--- src/rtl/spi_tx_scheduler.sv ---
// Round-robin arbiter plus mode-0 SPI byte serializer: one requester owns the
// link for a whole frame, bytes go out MSB-first while load is held low.
module spi_tx_scheduler #(
    parameter int CLK_DIV = 4
) (
    input  logic       clk,
    input  logic       nreset,
    input  logic       req0_valid,
    input  logic [7:0] req0_data,
    input  logic       req0_last,
    output logic       req0_ready,
    input  logic       req1_valid,
    input  logic [7:0] req1_data,
    input  logic       req1_last,
    output logic       req1_ready,
    output logic       sck,
    output logic       sdi,
    output logic       load,
    output logic [1:0] grant,
    output logic       busy
);

    localparam int HW = $clog2(CLK_DIV + 1);
    localparam logic [HW-1:0] HC_LAST = HW'(CLK_DIV - 1);

    typedef enum logic [2:0] {
        S_IDLE,
        S_FETCH,
        S_SHIFT,
        S_UNDER,
        S_GAP
    } state_t;

    state_t        state_q, state_d;
    logic [HW-1:0] hc_q, hc_d;
    logic [3:0]    bit_q, bit_d;
    logic [7:0]    shreg_q, shreg_d;
    logic          last_q, last_d;
    logic          last_served_q, last_served_d;
    logic [1:0]    grant_q, grant_d;
    logic          sck_q, sck_d;
    logic          sdi_q, sdi_d;
    logic          load_q, load_d;
    logic          busy_q, busy_d;

    logic          fetching;
    logic          gnt_valid;
    logic [7:0]    gnt_data;
    logic          gnt_last;
    logic          pick1;

    // UNDER is FETCH with a stalled requester, so both accept bytes.
    assign fetching   = (state_q == S_FETCH) || (state_q == S_UNDER);
    assign req0_ready = fetching & grant_q[0] & req0_valid;
    assign req1_ready = fetching & grant_q[1] & req1_valid;

    assign gnt_valid = (grant_q[0] & req0_valid) | (grant_q[1] & req1_valid);
    assign gnt_data  = grant_q[1] ? req1_data : req0_data;
    assign gnt_last  = grant_q[1] ? req1_last : req0_last;

    // On a tie the requester that was not served last wins.
    assign pick1 = req1_valid & (~req0_valid | ~last_served_q);

    assign sck   = sck_q;
    assign sdi   = sdi_q;
    assign load  = load_q;
    assign grant = grant_q;
    assign busy  = busy_q;

    always_comb begin
        state_d       = state_q;
        hc_d          = hc_q;
        bit_d         = bit_q;
        shreg_d       = shreg_q;
        last_d        = last_q;
        last_served_d = last_served_q;
        grant_d       = grant_q;
        sck_d         = sck_q;
        sdi_d         = sdi_q;
        load_d        = load_q;
        busy_d        = busy_q;

        case (state_q)
            S_IDLE: begin
                if (req0_valid || req1_valid) begin
                    grant_d = pick1 ? 2'b10 : 2'b01;
                    state_d = S_FETCH;
                    load_d  = 1'b0;
                    busy_d  = 1'b1;
                end
            end
            S_FETCH, S_UNDER: begin
                if (gnt_valid) begin
                    shreg_d = gnt_data;
                    last_d  = gnt_last;
                    sdi_d   = gnt_data[7];
                    hc_d    = '0;
                    bit_d   = 4'd0;
                    state_d = S_SHIFT;
                end else begin
                    state_d = S_UNDER;
                end
            end
            S_SHIFT: begin
                if (hc_q == HC_LAST) begin
                    hc_d  = '0;
                    sck_d = ~sck_q;
                    // Falling edge: advance data so it is settled before the next rise.
                    if (sck_q) begin
                        shreg_d = {shreg_q[6:0], 1'b0};
                        sdi_d   = shreg_q[6];
                        bit_d   = bit_q + 4'd1;
                        if (bit_q == 4'd7) begin
                            sdi_d = 1'b0;
                            if (last_q) begin
                                state_d = S_GAP;
                                load_d  = 1'b1;
                            end else begin
                                state_d = S_FETCH;
                            end
                        end
                    end
                end else begin
                    hc_d = hc_q + 1'b1;
                end
            end
            S_GAP: begin
                if (hc_q == HC_LAST) begin
                    last_served_d = grant_q[1];
                    grant_d       = 2'b00;
                    state_d       = S_IDLE;
                    busy_d        = 1'b0;
                end else begin
                    hc_d = hc_q + 1'b1;
                end
            end
            default: begin
                state_d = S_IDLE;
            end
        endcase
    end

    always_ff @(posedge clk or negedge nreset) begin
        if (!nreset) begin
            state_q       <= S_IDLE;
            hc_q          <= '0;
            bit_q         <= 4'd0;
            shreg_q       <= 8'h00;
            last_q        <= 1'b0;
            last_served_q <= 1'b1;
            grant_q       <= 2'b00;
            sck_q         <= 1'b0;
            sdi_q         <= 1'b0;
            load_q        <= 1'b1;
            busy_q        <= 1'b0;
        end else begin
            state_q       <= state_d;
            hc_q          <= hc_d;
            bit_q         <= bit_d;
            shreg_q       <= shreg_d;
            last_q        <= last_d;
            last_served_q <= last_served_d;
            grant_q       <= grant_d;
            sck_q         <= sck_d;
            sdi_q         <= sdi_d;
            load_q        <= load_d;
            busy_q        <= busy_d;
        end
    end

endmodule

--- config.mk ---
export PLATFORM = sky130hd
export DESIGN_NAME = spi_tx_scheduler
export DESIGN_NICKNAME = d
export VERILOG_FILES = /design/src/rtl/spi_tx_scheduler.sv
export SDC_FILE = /design/constraint.sdc
export NUM_CORES = 1
export LEC_CHECK = 0
export BUFFER_PORTS_ARGS = -buffer_cell sky130_fd_sc_hd__buf_2
export CORE_ASPECT_RATIO = 0.75
export CORE_UTILIZATION = 50
export DETAILED_ROUTE_END_ITERATION = 12
export GPL_ROUTABILITY_DRIVEN = 0
export PLACE_DENSITY = 0.74
export SLEW_MARGIN = 30
export SYNTH_ARGS = -nofsm -noshare
export SYNTH_HDL_FRONTEND = slang
export SYNTH_SLANG_ARGS = --single-unit
--- constraint.sdc ---
create_clock -name clk -period 2.05 [get_ports clk]
set_input_delay 0.1025 -clock clk [delete_from_list [all_inputs] [get_ports clk]]
set_output_delay 0.1025 -clock clk [all_outputs]
set_load 0.005 [all_outputs]
==> out/results.tsv <==
metric	value	unit
switch share	38.8	%
number of vias per cell	5.36	
Yosys reg bits	25	
Vias	1191	
Die Wd	63.0	um
Worst Hold Class	in -> reg	
final setup vio count	0	
post-layout util	62.3	%
WL met1	1370	um
Routed WL	2790	um
Seq/Total Area, Yosys	45.0	%
Synth Area in Adders	3.58	%
Startpoint Class	flop	
Crit. path cell count	4	
Pins Over Slew Limit	0	
nets	213	
Synth Area in XOR/XNOR	0.627	%
Critical path buffers and inverters	0	
# fillers	223	
hold worst-path end	last_q$_DFFE_PN0P_	
number of hold violations in the final report	0	
Post-Syn Nets	181	
total net switching power	0.000747	W
most frequent CP cell	o21ai_1	
Tcrit/Tclk final	83.3	%
port buffer count	29	
Hold Startpoint	req0_last	
Post-DP HPWL	2110	um
CTS tree	yes	
Clock Skew	0.00707	ns
delay-heaviest family, CP	compound AO/OA/AOI/OAI gates	
CP Class	reg -> reg	
Setup crit end kind	flop	
VDD IR max	0.655	mV
initial DRC count	107	
clock-pin slew on the worst setup and hold paths	0.08	ns
DR DRC count	0	
Clk pwr share	14.6	%
multi-input logic area	698	um^2
vias in the first global route	1064	
CTS Buf Count	3	
GRT overflow	0	
largest family of logic cells by synthesized area	simple AND/OR/NAND/NOR gates	
PwrDens	1180	nW/um^2
die area	3010	um^2
EDFF count, synth	0	
minimum clock period	1.71	ns
worst path arrival time	1.84	ns
total power	0.00192	W
mux contribution to synthesized area	7.26	%
Syn-to-layout area delta	16.9	%
fraction of layout cells with a size suffix above 1	23.7	%
Syn Area/Cell	9.01	um^2
top routing layer used	met3	
Post-Synth Simple-Gate Area	21.1	%
Register Area	628	um^2
Placed Instances	217	
Hold WS	0.137	ns
met3 WL	147	um
r2r endpoint	bit_q[2]$_DFFE_PN0P_	
internal cell power	0.00118	W
Slowest-stage cell, CP	dfrtp_1	
area share of the largest cell type after synthesis	41.2	%
IO Count	30	
P_leak	0.798	nW
TritonRoute pass-1 iters	4	
# diodes	0	
num rows	16	
most numerous cell in the Yosys netlist	dfrtp_1	
max frequency	585	MHz
ys async rst share	100	%
Worst R2R Setup Slack	0.34	ns
largest net degree at the start of global routing	26	
slew margin rel.	60.3	%
CP required	2.18	ns
worst-skew pair later-pin latency	0.26	ns
cell count of the worst hold path	3	
ANT nets after route	0	
drt wl/cell	12.5	um
initial antenna violation count	0	
Synth Area in Compound Gates	17.4	%
status	complete, no violations	
CTS H-Tree Depth	1	
Max-Cap Viols	0	
setup TNS	0	ns
number of synthesis warnings	0	
Root Driver	clkbuf_8	
first-pass GRT wire length	4830	um
Worst Tran Pin Value	0.595	ns
Overall Global Routing Usage	21.6	%
post-synthesis instance total	155	
Worst path max stage delay	0.45	ns
part of the power in registers	41.1	%
leading area contributor after synthesis	dfrtp_1	
synth cell count leaders	23 x dfrtp_1, 19 x nand2_1, 17 x o21ai_0, 15 x nor2_1, 13 x a21oi_1	
clk buf depth	2	
Mapped Area	1400	um^2
metal2 WL	1270	um
Critical R2R Launch	state_q[0]$_DFFE_PN0P_	
synth top area cells	dfrtp_1 41%, mux2i_1 6.5%, o21ai_0 6.1%	
Finished Layout Cells	222	
Core Region	2620	um^2
power share of the combinational group	44.3	%
Die Span Y	47.8	um
Initial Utilization	53.2	%
Post-CTS Resized	0	
Sink Count	25	
Top FF cell, synth	dfrtp_1	
ordered list of cells on the worst path	or3b_1 > o32a_1 > o21ai_1 > o21ai_1	
R2R cell count	4	
RSZ-0062 raised after global routing	false	
Synth cell types	37	
Max FO, Critical Path	20	
-- placed cells by master, fill, tap and decap left out, types with 2 or more instances in the layout --
cell type | Yosys | layout
dfrtp_1 | 23 | 23
nor3_1 | 3 | 3
nor2b_1 | 2 | 2
and3_1 | 2 | 2
ha_1 | 4 | 4
nand2b_1 | 3 | 3
o21ai_1 | 3 | 3
nand2_1 | 19 | 19
a21oi_1 | 13 | 13
a31oi_1 | 2 | 2
buf_4 | 2 | 6
a22oi_1 | 2 | 2
mux2i_1 | 9 | 9
clkbuf_8 | 0 | 3
o21ai_0 | 17 | 17
nor2_1 | 15 | 15
nand3_1 | 5 | 5
nand3b_1 | 3 | 3
dfstp_2 | 2 | 2
inv_1 | 4 | 4
buf_2 | 5 | 29
-- worst max path at each step --
| stage | startpoint | endpoint |
|---|---|---|
| 5_1_grt | grant[0]$_DFFE_PN0P_ | sdi$_DFFE_PN0P_ |
| 3_3_place_gp | state_q[0]$_DFFE_PN0P_ | bit_q[2]$_DFFE_PN0P_ |
| 3_5_place_dp | hc_q[0]$_DFFE_PN0P_ | shreg_q[6]$_DFFE_PN0P_ |
| 2_1_floorplan | hc_q[0]$_DFFE_PN0P_ | hc_q[0]$_DFFE_PN0P_ |
| 4_1_cts | hc_q[0]$_DFFE_PN0P_ | shreg_q[6]$_DFFE_PN0P_ |
| 6_report | state_q[0]$_DFFE_PN0P_ | bit_q[2]$_DFFE_PN0P_ |
-- power by group through the flow --
stage                     registers (W)  clock network, W  logic [W]
after detailed placement       0.000795                 0   0.000857
after floorplan                0.000770                 0   0.000657
after CTS                      0.000788          0.000299   0.000858
after global routing           0.000812          0.000320   0.000994
after global placement         0.000790                 0   0.000828
final                          0.000791          0.000280   0.000852
-- flip-flops by register name, indices dropped and copies added, names as in the netlist --
name and cells:
last_served_q 1, bit_q 4, grant 2, busy 1
hc_q 3, state_q 3, load 1, sck 1
last_q 1, sdi 1, shreg_q 7
-- per-stage QoR --
stage / cell area [um^2] / worst slack, ns
detailed placement: 1580 / 0.329
finish: 1630 / 0.341
CTS: 1630 / 0.318
global placement: 1580 / 0.410
global route: 1630 / 0.125
floorplan: 1400 / 0.432
-- per-layer routing --
metal | GRT usage, % | vias up
met2 | 37.4 | 35
met5 | 0 | -
li1 | - | 604
met3 | 5.00 | 0
met1 | 28.0 | 552
met4 | 6.05 | 0
-- area by class of cell --
class	instances	share of cell area (%)
clock buffers	3	2.53
clock inverters	1	0.307
inverters	4	0.920
multi-input cells	117	42.8
flip-flops and latches	25	38.5
well taps	36	2.76
repair buffers	36	12.3
-- cell families after synthesis --
group	count (synthesis)
multiplexers	10
AO/OA/AOI/OAI	43
AND/OR/NAND/NOR	59
adder cells (fa/ha/maj)	4
buffers and inverters	13
flip-flops	25
XOR/XNOR	1
-- worst min-delay path: stages --
cell and delay, ns:
buf_2 0.07, mux2i_1 0.06, o21ai_0 0.13
-- timing repair --
item / CTS / global route
hold buffers: 1 / 0
hold endpoints to repair: 23 / 0
setup endpoints to repair: 0 / 0
buffers inserted: 0 / 0
Note: power is estimated with default switching activity, not from simulation.
